File: config.mk
export PLATFORM = sky130hd
export DESIGN_NAME = gray_to_bin_tracker
export DESIGN_NICKNAME = d
export VERILOG_FILES = /design/src/rtl/gray_pkg.sv /design/src/rtl/gray_to_bin_comb.sv /design/src/rtl/gray_to_bin_tracker.sv
export SDC_FILE = /design/constraint.sdc
export NUM_CORES = 1
export LEC_CHECK = 0
export ABC_AREA = 1
export BUFFER_PORTS_ARGS = -buffer_cell sky130_fd_sc_hd__clkbuf_2
export CAP_MARGIN = 15
export CORE_MARGIN = 2
export CORE_UTILIZATION = 35
export CTS_CLUSTER_DIAMETER = 100
export DETAILED_ROUTE_END_ITERATION = 7
export HOLD_SLACK_MARGIN = 0.05
export PLACE_DENSITY_LB_ADDON = 0.05
export REMOVE_ABC_BUFFERS = 1
export SKIP_LAST_GASP = 1
export SYNTH_ARGS = -nofsm -noshare
export SYNTH_HDL_FRONTEND = slang
export SYNTH_SLANG_ARGS = --single-unit
File: constraint.sdc
create_clock -name clk -period 1.4 [get_ports clk]
set_clock_uncertainty 0.2 [all_clocks]
set_input_delay 0.42 -clock clk [delete_from_list [all_inputs] [get_ports clk]]
set_output_delay 0.42 -clock clk [all_outputs]
set_load 0.02 [all_outputs]
File: src/rtl/gray_pkg.sv
`default_nettype none
// +---------------------------------------------------------------------------+
// | gray_pkg : shared Gray-code constants and reference decode  | rev 1.0     |
// +---------------------------------------------------------------------------+
package gray_pkg;

  localparam int GRAY_WIDTH_DEF     = 4;
  localparam int GRAY_ERR_CNT_W_DEF = 8;
  localparam int GRAY_WIDTH_MAX     = 16;

  // Zero-extended inputs decode correctly for any width up to the maximum.
  function automatic logic [GRAY_WIDTH_MAX-1:0] gray2bin(input logic [GRAY_WIDTH_MAX-1:0] g);
    logic [GRAY_WIDTH_MAX-1:0] b;
    b = '0;
    for (int i = 0; i < GRAY_WIDTH_MAX; i++) begin
      b[i] = ^(g >> i);
    end
    return b;
  endfunction

endpackage
`default_nettype wire

File: src/rtl/gray_to_bin_comb.sv
`default_nettype none
// +---------------------------------------------------------------------------+
// | gray_to_bin_comb : combinational Gray-to-binary XOR decoder | rev 1.0     |
// +---------------------------------------------------------------------------+
module gray_to_bin_comb
  import gray_pkg::*;
#(
  parameter int WIDTH = GRAY_WIDTH_DEF
) (
  input  logic [WIDTH-1:0] gray,
  output logic [WIDTH-1:0] bin
);

  // Each binary bit is the parity of all Gray bits at and above it.
  for (genvar i = 0; i < WIDTH; i++) begin : g_xor
    assign bin[i] = ^gray[WIDTH-1:i];
  end

endmodule
`default_nettype wire

File: src/rtl/gray_to_bin_tracker.sv
`default_nettype none
// +---------------------------------------------------------------------------+
// | gray_to_bin_tracker : 2-stage Gray decoder with +0/+1 step checker        |
// | option macro GRAY_STEP_CHECK_EN enables the checker          | rev 1.0    |
// +---------------------------------------------------------------------------+
module gray_to_bin_tracker
  import gray_pkg::*;
#(
  parameter int WIDTH     = GRAY_WIDTH_DEF,
  parameter int ERR_CNT_W = GRAY_ERR_CNT_W_DEF
) (
  input  logic                 clk,
  input  logic                 rst,
  input  logic [WIDTH-1:0]     gray_in,
  input  logic                 gray_valid,
  output logic [WIDTH-1:0]     bin_out,
  output logic                 bin_valid,
  output logic                 step_err,
  output logic [ERR_CNT_W-1:0] err_count,
  output logic                 primed
);

  logic [WIDTH-1:0] g_q;
  logic             v1;
  logic [WIDTH-1:0] dec;

  always_ff @(posedge clk) begin
    if (rst) begin
      g_q <= '0;
      v1  <= 1'b0;
    end else begin
      v1 <= gray_valid;
      if (gray_valid) g_q <= gray_in;
    end
  end

  gray_to_bin_comb #(.WIDTH(WIDTH)) u_dec (
    .gray (g_q),
    .bin  (dec)
  );

  always_ff @(posedge clk) begin
    if (rst) begin
      bin_out   <= '0;
      bin_valid <= 1'b0;
    end else begin
      bin_valid <= v1;
      if (v1) bin_out <= dec;
    end
  end

`ifdef GRAY_STEP_CHECK_EN
  logic [WIDTH-1:0] prev_bin;
  logic [WIDTH-1:0] delta;
  logic             bad_step;

  // Modular difference makes the all-ones to zero wrap a legal +1.
  assign delta    = dec - prev_bin;
  assign bad_step = v1 && primed && (delta > WIDTH'(1));

  always_ff @(posedge clk) begin
    if (rst) begin
      prev_bin  <= '0;
      primed    <= 1'b0;
      step_err  <= 1'b0;
      err_count <= '0;
    end else begin
      step_err <= bad_step;
      if (v1) begin
        prev_bin <= dec;
        primed   <= 1'b1;
      end
      if (bad_step && (err_count != {ERR_CNT_W{1'b1}})) begin
        err_count <= err_count + ERR_CNT_W'(1);
      end
    end
  end
`else
  assign step_err  = 1'b0;
  assign err_count = '0;
  assign primed    = 1'b0;
`endif

endmodule
`default_nettype wire
# Word level (Yosys, flattened, before mapping)
# Index checks and enable logic that the tools add are counted.
[word_totals]
regBits = 10
latch_bits = 0
ramBits = 0
romBits = 0
inputBits = 7
out_inout_bits = 15
mem_count = 0
[op_classes]
addsub = 0
multipliers = 0
n_div = 0
magnitude_cmp = 0
n_eq_ne = 0
shift = 0
mux = 0
bitwise = 0
reduce_logical = 3
[op_table]
columns = ["op", "count"]
rows = [
  ["XOR reduction 4 bit", 1],
  ["XOR reduction 3 bit", 1],
  ["XOR reduction 2 bit", 1],
]

# Longest topological paths before layout
[depth]
word_depth = 1
mapped_depth = 7

# By module
# Synthesis repeated with hierarchy kept, for this count alone.
[unflattened]
hier_cells = 89
hier_area_um2 = 580.6
[modules_own_cells]
columns = ["module", "instances", "cells_each", "area_per_inst_um2", "seq_area_each_um2"]
rows = [
  ["gray_to_bin_tracker", 1, 68, 490.5, 200.2],
  ["gray_to_bin_comb", 1, 21, 90.1, 0.0],
]

# Worst setup path after synthesis
# Ideal clock, no wire load.
[synth_path]
path_kind = "reg2out"
startpoint = "register bin_out[1]"
endpoint = "output port bin_out[1]"
arrival_ns = 0.411
t_required_ns = 0.780
path_slack_ns = 0.369
stages_incl_launch_ff = 1
path_cell_list = "dfxtp_1"
[synth_lines]
columns = ["item", "line_no", "rtl"]
rows = [
  ["start, declared", "gray_to_bin_tracker.sv:16", "output logic [WIDTH-1:0] bin_out,"],
  ["start signal, assigned", "gray_to_bin_tracker.sv:44", "bin_out <= '0;"],
  ["start signal, assigned", "gray_to_bin_tracker.sv:48", "if (v1) bin_out <= dec;"],
]
# No word-level cell between the ends.

# Worst setup path in the final report
[layout_path]
startpoint = "register bin_out[3]"
endpoint = "output port bin_out[3]"
# No word-level cell between the ends.

==> qor.csv <==
stage,metric,value,unit
critical_path,worst-path fanout max,2,
grt,initial antenna violation count,0,
pwr,maximum vdd ir drop,0.4244,mV
pwr,Static Leak,0.0002858,uW
synth,Post-synth EDFFs,0,
critical_path,CP startpoint,bin_out[3],
route,post-DR vias/cell,4.132,
clock_network,"CTS clk-pin slew, worst paths",70,ps
critical_path,CP top delay family,flip-flops,
sta,final setup vio count,0,
floorplanning,Die W,40.47,um
critical_path,Setup CP Type,reg2out,
synth,Mapped Area,465.4,um2
clock_network,worst skew pair latency,270,ps
pwr,net switching share of the total power,27.55,%
floorplanning,core area,0.001269,mm2
pwr,Pwr Density,1272,mW/mm2
critical_path,CP arrival,750,ps
floorplanning,Die H,40.47,um
critical_path,crit path capture type,primary output,
clock_network,number of CTS-inserted buffers,3,
critical_path,r2r setup slk,300,ps
synth,asr flop ratio synth,0,%
pwr,P_int,495.8,uW
synth,Post-Syn Instances,63,
synth,post-synthesis average cell area,7.388,um2
pwr,Seq pwr share,46.1,%
route,Starting DRT DRC Count,6,
layout,Final Non-Filler Cells,91,
pwr,switching power,188.6,uW
floorplanning,row cnt,13,
synth,synth warn,0,
place,I/O Buffers,11,
critical_path,Crit Reg-Reg Startpoint,g_q[2],
critical_path,"Largest stage delay, worst path",320,ps
grt,gr usage total,11.33,%
synth,Netlist cell types,14,
critical_path,Worst Setup Start Kind,flop,
synth,synth top area cells,"dfxtp_1, buf_4, nand2_1, o21ai_0, inv_1",
route,via count,376,
synth,"flops & latches, synth",10,
pwr,logic gate share of total power,15.7,%
route,DRC errors left,0,
clock_network,root buffer cell,clkbuf_4,
place,post-DP HPWL,560.3,um
route,Detailed Routing Iterations Pass 1,3,
route,final wirelength,719,um
clock_network,clock sink total,10,
pwr,clock power share,38.2,%
synth,"area leader, netlist",dfxtp_1,
hold_path,Hold Crit Class,in2reg,
outcome,status,"finished, final reports clean",
clock_network,CTS tree,yes,
sta,Slew Limit Fails,0,
layout,synth-to-layout area growth,15.59,%
layout,ant diodes,0,
floorplanning,Initial Util,36.69,%
critical_path,"Req. time, crit path",780,ps
layout,post-route cell area,538.0,um2
grt,largest net degree at the start of global routing,10,
layout,number of fill cells,151,
route,WL per Instance,7.901,um
clock_network,CTS H-Tree Depth,1,
clock_network,Post CTS Setup Buffer Count,0,
sta,Period minus WS final,1365,ps
grt,global-route wire length before repair,1145,um
critical_path,slowest library cell on the worst path,dfxtp_1,
place,Final GP Congestion,0.7072,
layout,layout cells sized above 1,26.32,%
floorplanning,Ports,22,
place,Placed Cells,87,
critical_path,critical path buffer and inverter count,1,
sta,period utilization,97.51,%
sta,Hold Fails Final Rpt,0,
grt,vias in the first global route,283,
sta,RSZ-0062 raised after global routing,true,
critical_path,crit path cell chain,buf_2,
synth,sequential area share after synthesis,43.01,%
place,dpl cell area,493.0,um2
synth,share of the synthesized area in the top cell type,43.01,%
layout,final net count,84,
floorplanning,Die Area,0.001637,mm2
sta,fmax,732.5,MHz
route,antenna-violating nets left,0,
grt,GRT overflow,0,
clock_network,Clock Tree Buf Depth,2,
hold_path,Hold Crit Start,rst,
synth,Synth top cells by count,"buf_4, dfxtp_1, nand2_1, inv_1",
synth,leading register cell type out of synthesis,dfxtp_1,
job,max-cap violations,0,
-- power groups by stage --
| stage | registers [uW] | clock network, uW | logic, uW |
|---|---|---|---|
| after floorplan | 331 | 0 | 68.3 |
| after global placement | 322 | 0 | 105 |
| after detailed placement | 322 | 0 | 105 |
| after CTS | 315 | 272 | 107 |
| after global routing | 318 | 287 | 124 |
| final | 316 | 261 | 107 |
-- cells by family (layout without fill, tap and decap cells) --
group / after synthesis / in the layout / synth area share [%]
AO/OA/AOI/OAI: 12 / 12 / 13.44
buffers and inverters: 20 / 24 / 24.46
flip-flops: 10 / 10 / 43.01
other: 1 / 10 / 0.8057
AND/OR/NAND/NOR: 20 / 20 / 18.28
-- flip-flops by register name (all words and copies together), names as in the netlist --
name and cells:
bin_valid 1, g_q 4, v1 1, bin_out 4
-- placed cells by master (no fill, tap or decap), drive strengths merged, types with 2 or more instances in the layout --
cell     n
buf      4
nand3    2
conb    10
o21ai    6
clkbuf  11
nor2     7
nand2   11
a21oi    5
inv      9
dfxtp   10
-- area by class of cell --
| class | count | area (um2) | share of cell area (%) |
|---|---|---|---|
| sequential | 10 | 201.4 | 37.44 |
| timing repair buffer | 11 | 62.56 | 11.63 |
| clock buffer | 4 | 36.28 | 6.744 |
| inverter | 9 | 33.78 | 6.279 |
| tap | 15 | 18.77 | 3.488 |
| multi-input combinational | 42 | 185.2 | 34.42 |
-- final timing paths --
check                             endpoint  depth (start not counted)
worst max-delay path            bin_out[3]                          1
worst min-delay path                    v1                          2
worst max register to register  bin_out[0]                          7
worst min register to register      g_q[0]                          2
-- metal layers --
metal | global-route usage, % | up-vias | routed length [um]
met5 | 0 | - | 0
met4 | 7.500 | 0 | 0
met3 | 5.000 | 0 | 40
met2 | 15.48 | 11 | 309
met1 | 14.09 | 164 | 369
li1 | - | 201 | -
-- through the flow --
| stage | hold slack, ps | setup slack [ps] | power [uW] | setup TNS (ps) | utilization (%) |
|---|---|---|---|---|---|
| after floorplan | 243.2 | 368.8 | 399.2 | 0 | - |
| after global placement | 269.3 | 215.0 | 426.9 | 0 | 38.86 |
| after detailed placement | 270.5 | 206.2 | 426.4 | 0 | 38.86 |
| after CTS | 141.3 | -0.7569 | 694.1 | -0.7569 | 42.11 |
| after global routing | 149.9 | -7.268 | 728.3 | -7.268 | 42.41 |
| final | 148.0 | 34.85 | 684.4 | 0 | 42.41 |
-- timing repair --
item,in CTS,in global routing
endpoints found under the hold margin,0,0
pin swaps,0,0
gates cloned,0,0
gates resized for setup,2,6
endpoints found under the setup margin,2,4
hold buffers,0,0
Power figures use the tool's default switching activity.
